## src/rtl/sha1_wb_master.sv

```systemverilog
// Wishbone initiator that runs one SHA1 block through the SHA1 peripheral:
// clear engine, stream 16 words into MSG_IN, poll for DONE, read the digest, release.
module sha1_wb_master #(
  parameter logic [31:0] BASE_ADDRESS = 32'h30000024,
  parameter int          ACK_TIMEOUT  = 16,
  parameter int          POLL_MAX     = 1024
) (
  input  logic         wb_clk_i,
  input  logic         reset_n,
  input  logic         start,
  input  logic         msg_valid,
  output logic         msg_ready,
  input  logic [31:0]  msg_data,
  output logic         busy,
  output logic         digest_valid,
  output logic [159:0] digest,
  output logic         error,
  output logic [1:0]   err_code,
  output logic         wbm_cyc_o,
  output logic         wbm_stb_o,
  output logic         wbm_we_o,
  output logic [3:0]   wbm_sel_o,
  output logic [31:0]  wbm_adr_o,
  output logic [31:0]  wbm_dat_o,
  input  logic         wbm_ack_i,
  input  logic [31:0]  wbm_dat_i
);

  localparam logic [31:0] OPS_ADDR    = BASE_ADDRESS + 32'h8;
  localparam logic [31:0] MSG_ADDR    = BASE_ADDRESS + 32'hC;
  localparam logic [31:0] DIGEST_ADDR = BASE_ADDRESS + 32'h10;
  localparam int          PW          = $clog2(POLL_MAX + 1);
  localparam int          AW          = $clog2(ACK_TIMEOUT + 1);
  localparam logic [PW-1:0] POLL_LAST = PW'(POLL_MAX - 1);
  localparam logic [AW-1:0] ACK_LAST  = AW'(ACK_TIMEOUT - 1);

  typedef enum logic [3:0] {
    IDLE, CLEAR, LOAD, WRITE_MSG, POLL, READ_DIG, RELEASE, FINISH, ERROR
  } state_t;

  state_t         state, next_state;
  logic [3:0]     word_cnt;
  logic [2:0]     dig_cnt;
  logic [PW-1:0]  poll_cnt;
  logic [AW-1:0]  ack_timer;
  logic [31:0]    msg_word;
  logic           bus_done, ack_expired, accept_start;
  logic           bus_state, req_we;
  logic [31:0]    req_adr, req_dat;

  // Ack only counts while our strobe is up; a lingering ack after stb falls is ignored.
  assign bus_done     = wbm_stb_o & wbm_ack_i;
  assign ack_expired  = wbm_stb_o & ~wbm_ack_i & (ack_timer == ACK_LAST);
  assign accept_start = start & ((state == IDLE) | (state == ERROR));

  always_ff @(posedge wb_clk_i) begin
    if (!reset_n) state <= IDLE;
    else          state <= next_state;
  end

  always_comb begin
    next_state = state;
    unique case (state)
      IDLE:      if (start) next_state = CLEAR;
      CLEAR:     if (ack_expired) next_state = ERROR;
                 else if (bus_done) next_state = LOAD;
      LOAD:      if (msg_valid) next_state = WRITE_MSG;
      WRITE_MSG: if (ack_expired) next_state = ERROR;
                 else if (bus_done) begin
                   if (wbm_dat_i != 32'h1)     next_state = ERROR;
                   else if (word_cnt == 4'd15) next_state = POLL;
                   else                        next_state = LOAD;
                 end
      POLL:      if (ack_expired) next_state = ERROR;
                 else if (bus_done) begin
                   if (wbm_dat_i[3])               next_state = READ_DIG;
                   else if (poll_cnt == POLL_LAST) next_state = ERROR;
                 end
      READ_DIG:  if (ack_expired) next_state = ERROR;
                 else if (bus_done && dig_cnt == 3'd4) next_state = RELEASE;
      RELEASE:   if (ack_expired) next_state = ERROR;
                 else if (bus_done) next_state = FINISH;
      FINISH:    next_state = IDLE;
      ERROR:     if (start) next_state = CLEAR;
      default:   next_state = IDLE;
    endcase
  end

  always_comb begin
    busy         = (state != IDLE);
    msg_ready    = (state == LOAD);
    digest_valid = (state == FINISH);
    bus_state    = 1'b0;
    req_we       = 1'b0;
    req_adr      = 32'h0;
    req_dat      = 32'h0;
    unique case (state)
      CLEAR:     begin bus_state = 1'b1; req_we = 1'b1; req_adr = OPS_ADDR; req_dat = 32'h2; end
      WRITE_MSG: begin bus_state = 1'b1; req_we = 1'b1; req_adr = MSG_ADDR; req_dat = msg_word; end
      POLL:      begin bus_state = 1'b1; req_adr = OPS_ADDR; end
      READ_DIG:  begin bus_state = 1'b1; req_adr = DIGEST_ADDR; end
      RELEASE:   begin bus_state = 1'b1; req_we = 1'b1; req_adr = OPS_ADDR; end
      default:   ;
    endcase
  end

  // A bus state issues on its first (stb-low) cycle, which also provides the idle gap after each ack.
  always_ff @(posedge wb_clk_i) begin
    if (!reset_n) begin
      wbm_cyc_o <= 1'b0;  wbm_stb_o <= 1'b0;  wbm_we_o <= 1'b0;
      wbm_sel_o <= 4'h0;  wbm_adr_o <= 32'h0; wbm_dat_o <= 32'h0;
      digest    <= 160'h0;
      error     <= 1'b0;  err_code  <= 2'd0;
      word_cnt  <= 4'd0;  dig_cnt   <= 3'd0;
      poll_cnt  <= '0;    ack_timer <= '0;
      msg_word  <= 32'h0;
    end else begin
      if (accept_start) begin
        error    <= 1'b0;
        err_code <= 2'd0;
        word_cnt <= 4'd0;
        dig_cnt  <= 3'd0;
        poll_cnt <= '0;
      end
      if (state == LOAD && msg_valid) msg_word <= msg_data;

      if (bus_done || ack_expired) begin
        wbm_cyc_o <= 1'b0;  wbm_stb_o <= 1'b0;  wbm_we_o <= 1'b0;
        wbm_sel_o <= 4'h0;  wbm_adr_o <= 32'h0; wbm_dat_o <= 32'h0;
      end else if (bus_state && !wbm_stb_o) begin
        wbm_cyc_o <= 1'b1;  wbm_stb_o <= 1'b1;  wbm_we_o <= req_we;
        wbm_sel_o <= 4'hF;  wbm_adr_o <= req_adr; wbm_dat_o <= req_dat;
        ack_timer <= '0;
      end else if (wbm_stb_o) begin
        ack_timer <= ack_timer + AW'(1);
      end

      if (ack_expired) begin
        error    <= 1'b1;
        err_code <= 2'd1;
      end

      if (bus_done) begin
        unique case (state)
          WRITE_MSG: begin
            if (wbm_dat_i != 32'h1) begin
              error    <= 1'b1;
              err_code <= 2'd2;
            end else begin
              word_cnt <= word_cnt + 4'd1;
            end
          end
          POLL: begin
            if (!wbm_dat_i[3]) begin
              poll_cnt <= poll_cnt + PW'(1);
              if (poll_cnt == POLL_LAST) begin
                error    <= 1'b1;
                err_code <= 2'd3;
              end
            end
          end
          // Responder returns h4 first, so word k lands in digest slice k.
          READ_DIG: begin
            digest[32*dig_cnt +: 32] <= wbm_dat_i;
            dig_cnt <= dig_cnt + 3'd1;
          end
          default: ;
        endcase
      end
    end
  end

endmodule
```

## config.mk

```make
export PLATFORM = sky130hd
export DESIGN_NAME = sha1_wb_master
export DESIGN_NICKNAME = d
export VERILOG_FILES = /design/src/rtl/sha1_wb_master.sv
export SDC_FILE = /design/constraint.sdc
export NUM_CORES = 1
export LEC_CHECK = 0
export ABC_AREA = 1
export CAP_MARGIN = 15
export CORE_AREA = 2 2 168 129
export DETAILED_ROUTE_END_ITERATION = 12
export DIE_AREA = 0 0 170 131
export PLACE_DENSITY = 0.92
export RECOVER_POWER = 50
export SYNTH_ARGS = -nofsm -noshare
export SYNTH_HDL_FRONTEND = slang
export SYNTH_SLANG_ARGS = --single-unit
```

## constraint.sdc

```tcl
create_clock -name wb_clk_i -period 4.4 [get_ports wb_clk_i]
set_input_delay 0.66 -clock wb_clk_i [delete_from_list [all_inputs] [get_ports wb_clk_i]]
set_output_delay 0.66 -clock wb_clk_i [all_outputs]
set_load 0.02 [all_outputs]
```

== Yosys cells after proc, flatten, opt, wreduce, memory -nomap -nowiden ==
Index checks and enable logic that the tools add are counted.
Storage, ports and cells
  register bits: 289
  word-level logic and storage cells: 115
  bits of input ports: 69
Operators by class
  reduce and logical (&&, ||, !) cells: 16
  shift-type cells: 2
  bitwise operators: 8
  equality and inequality tests: 21
  multiplexer cells: 49
  add/subtract/negate cells: 5
Operators with widths (count)
  160-bit bitwise mux: 1
  32-bit by 34-bit variable shift with 160-bit output, first input constant: 1
  32-bit by 34-bit indexed part select with 160-bit output: 1
  30-bit one-hot mux with 3 select lines: 1
  4-bit 2-to-1 mux: 19
  32-bit one-hot mux with 2 select lines: 1
  11-bit 2-to-1 mux: 4
  8-bit negator with 34-bit output: 1
  32-bit by 1-bit != test with 1-bit output, second input constant: 1
  4-bit one-hot mux with 7 select lines: 1
  4-bit by 3-bit == test with 1-bit output, second input constant: 4
  3-bit != test, second input constant: 5
  2-bit 2-to-1 mux: 6
  3-bit 2-to-1 mux: 4
  11-bit by 1-bit adder with 11-bit output, second input constant: 1
  11-bit by 10-bit == test with 1-bit output, second input constant: 1
  5-bit 2-to-1 mux: 2
  4-bit by 2-bit == test with 1-bit output, second input constant: 2
  4-bit == test, second input constant: 2
  1-bit 2-to-1 mux: 8
  8-bit AND reduction: 1
  3-bit OR reduction: 2
  5-bit by 1-bit adder with 5-bit output, second input constant: 1
  5-bit by 4-bit == test with 1-bit output, second input constant: 1
  other kinds (21): 30

== Depth between registers and ports, before layout ==
  word-level depth: 9
  depth in mapped cells: 14
  gate-level depth less buffers: 13

== Least setup slack after synthesis ==
No wires, ideal clock.
  kind: register -> register
  start point: register dig_cnt[0]
  end point: register digest[63]
  setup time: 0.122 ns
  buffers on the path: 2
  data arrival time: 1.950 ns
  stages on the path, launching flop included: 9
  path slack: 2.329 ns
  period minus slack after synthesis: 2.071 ns
  cell sequence: dfxtp_1 buf_4 inv_1 ha_1 ha_1 nand3_1 nor3_4 buf_2 a21oi_1
On the way
  word-level cells in the longest chain between the ends: 3
  elaborated cells between the ends (all ways): 4
  those cells by class: add/sub (1); shift (2); mux (1)
RTL lines
  start: declaration: RTL line 43  | logic [2:0] dig_cnt;
  start signal: assignment: RTL line 165  | dig_cnt <= dig_cnt + 3'd1;
  8-bit negator with 34-bit output *: RTL line 164  | digest[32*dig_cnt +: 32] <= wbm_dat_i;
  32-bit by 34-bit indexed part select with 160-bit output or 32-bit by 34-bit variable shift with 160-bit output (tied branches): RTL line 164
  160-bit bitwise mux *: RTL line 164
  end signal: indexed assignment: RTL line 164
  end: declaration: RTL line 16  | output logic [159:0] digest,
Every way passes the cells marked *; elsewhere a longest branch is shown, timed or not.
A chain may end at the register's enable or synchronous reset.

== Worst setup path in the final report ==
  start point: register state[3]
  end point: register msg_word[12]
On the way
  word-level cells in the longest chain between the ends: 2
RTL lines
  start: declaration: RTL line 41  | state_t state, next_state;
  start signal: assignment: RTL line 58  | else state <= next_state;
  4-bit by 2-bit == test with 1-bit output: RTL line 125  | if (state == LOAD && msg_valid) msg_word <= msg_data;
  1-bit logical AND: RTL line 125
  end signal: assignment: RTL line 125
  end: declaration: RTL line 46  | logic [31:0] msg_word;
Every way passes these cells.

==> metrics.md <==
| Metric | Value |
|---|---|
| Status | `finished with violations` |
| Failing checks | `capacitance limit, slew limit` |
| # diodes | `0` |
| Delay-heaviest family, CP | `buffers and inverters` |
| Main flop type after synthesis | `dfxtp_1` |
| Routed vias | `9635` |
| DRC errors left | `0` |
| Clock skew | `10.2 ps` |
| Startpoint types | `register` |
| Antenna viol nets, final | `0` |
| CTS tree | `done` |
| Post-route insts no fill | `about 1700` |
| Cell taking the most area after synthesis | `dfxtp_1` |
| DR iter-0 viols | `935` |
| Fin nets | `1533` |
| Die area | `22300 um2` |
| Pwr dens | `between 400 and 500 nW/um2` |
| Worst-Skew Late Latency | `roughly 520 ps` |
| Hold Worst Slack | `461 ps` |
| Post-DR wirelength/cell | `roughly 18 um` |
| Post-Route WL | `30900 um` |
| Grt ovf | `0` |
| Hold Fails Final Rpt | `0` |
| Total track usage | `26.1%` |
| CP peak stage delay | `1190 ps` |
| Number of antenna violations at the first check in global routing | `0` |
| FILL cells | `1544` |
| Routability cong. | `0.870` |
| Top cells by area, synth | `dfxtp_1 (52%), a21oi_1 (12%), o21ai_0 (7.2%)` |
| Cts hold-fix bufs | `0` |
| Total CTS buffers | `26` |
| Seq/Total Area, Yosys | `52.3%` |
| Number of global-route vias before repair | `8790` |
| Worst Setup SP | `state[3]` |
| CTS resizes | `0` |
| Worst-margin pin slew | `about 1800 ps` |
| Starting Density | `48.0%` |
| Crit-path slowest cell | `clkbuf_1` |
| Core Box Area | `20700 um2` |
| Worst Path Buf+Inv | `3` |
| Fin. max-slew vios | `about 170` |
| FFs w/ async S/R, synth | `0%` |
| Hold Crit Class | `register to register` |
| Synthesized area per cell | `8.14 um2` |
| Die height | `131 um` |
| Max-cap violations | `3` |
| Setup Crit Path Kind | `register to register` |
| Area grow syn2layout | `36.6%` |
| Clk slew on worst S/H paths | `roughly 70 ps` |
| CP dominant cell by count | `nand2_1` |
| CTS Buffer Depth | `3` |
| Flops & latches, synth | `260` |
| Mapped Cells | `1223` |
| Lkg Pwr | `5.92 nW` |
| IO buf count | `279` |
| Final setup viols | `0` |
| Clk root buf | `clkbuf_16` |
| Final period util | `between 70 and 80%` |
| CP cell instances | `nor2_1 -> nand2_1 -> clkinv_1 -> clkbuf_1 -> nand2_1 -> buf_16 -> nand2_1 -> a21oi_1` |
| H-tree depth | `1` |
| CTS sink count | `260` |
| Peak VDD IR | `0.000356 V` |
| Yosys warning total | `0` |
| Most frequent cell after synthesis | `dfxtp_1` |
| Multi-input logic area | `3920 um2` |
| Setup tns final | `0 ps` |
| Hold path startpoint | `msg_word[24]` |
| Via density | `5.54` |
| Yosys top cell area share | `52.3%` |
| RR Startpoint | `state[3]` |
| Crit path max fanout | `34` |
| Detailed placement HPWL | `20400 um` |
| Drt pass-1 iters | `5` |
| Largest net degree at the start of global routing | `93` |
| Die width | `170 um` |
| Yosys cell types | `37` |
| First-pass GRT wire length | `approximately 47000 um` |
| Crit path required time | `4790 ps` |
| Synthesized cell area | `between 9000 and 10000 um2` |
| Fmax | `292 MHz` |
| Layout cells sized above 1 | `4.95%` |
| Slew margin rel. | `-21.8%` |
| Power Total | `5.96 mW` |
| Register area | `5200 um2` |
| Std cell rows | `46` |
| Synth top cells by count | `dfxtp_1 (260), a21oi_1 (240), nand2_1 (157)` |
| Min Clock Period, post-route | `around 3400 ps` |
| Number of synthesized flops with an enable pin | `0` |
| Ports | `306` |
| Post-CTS setup buffer count | `0` |
| Worst EP arrival | `3810 ps` |
| CP endpoint kind | `register` |
| RSZ-0062 raised after global routing | `false` |
| Placed Cells | `around 1700` |
[tightest hold or removal path, delay by kind of cell, from the launching register on]
family / cells / cell delay [ps]
simple gates: 1 / 60
flops: 1 / 310
compound gates: 1 / 50
[stage by stage]
| step | utilization (%) | cell area, um2 | setup slack, ps |
|---|---|---|---|
| global route | 65.6 | 13600 | 757 |
| global placement | 60.9 | 12600 | 1540 |
| finish | 65.6 | 13600 | 981 |
| detailed placement | 60.9 | 12600 | 1340 |
| floorplan | - | 10000 | 2330 |
| CTS | 65.4 | 13600 | 1350 |
[path summary, 6_finish.rpt]
check             cells after the start      endpoint  slack, ps
setup / recovery                      8  msg_word[12]        980
hold / removal                        2  msg_word[24]        460
setup reg to reg                      8  msg_word[12]        980
hold reg to reg                       2  msg_word[24]        460
[cell families after synthesis]
group           count (synthesis)  synth area share [%]
compound gates                427                  21.9
flops                         260                  52.3
xor+xnor                        2                 0.176
simple gates                  339                  15.3
buf+inv                       186                  9.25
other cells                     1                0.0377
fa+ha+maj                       8                  1.01
[flip-flops by register name (all words and copies together) (netlist names), 2 cells and up]
signal,flops
digest,160
msg_word,32
wbm_dat_o,32
poll_cnt,11
ack_timer,5
state,4
wbm_adr_o,4
word_cnt,4
dig_cnt,3
err_code,2
[power breakdown]
| part | internal, mW | total, mW | switching [mW] |
|---|---|---|---|
| Sequential | 2.44 | 2.52 | 0.0714 |
| Combinational | 0.347 | 1.04 | 0.694 |
| Clock | 1.47 | 2.40 | 0.928 |
| Total | 4.26 | 5.96 | 1.69 |
[layer usage]
layer | part of all wire, % | routed length, um | global-route usage (%)
met4 | 3.5 | 1080 | 9.40
met3 | 8.3 | 2570 | 5.09
met5 | 0 | 0 | 0
met1 | 41 | 12600 | 34.7
met2 | 47 | 14600 | 42.6
[area by class of cell]
cell class	instances	share of cell area, %
clock buffers	36	5.73
flip-flops and latches	260	38.3
inverters	73	2.02
multi-input cells	802	28.8
well taps	264	2.43
repair buffers	293	21.5
clock inverters	11	1.23
[cell usage in the layout (no fill, tap or decap), types with 4 or more instances in the layout]
cell type / n
a21oi_1: 240
nand4_1: 6
clkdlybuf4s50_1: 75
nor2_4: 4
inv_1: 68
nand3_1: 88
o21ai_1: 30
dfxtp_1: 260
dlygate4sd3_1: 203
o21ai_0: 143
nand2_1: 157
conb_1: 26
clkbuf_8: 7
buf_4: 10
bufinv_16: 4
clkbuf_1: 4
ha_1: 8
clkbuf_16: 27
a211oi_1: 5
nor2_1: 69
No activity file was read; power rests on OpenSTA's default activity.
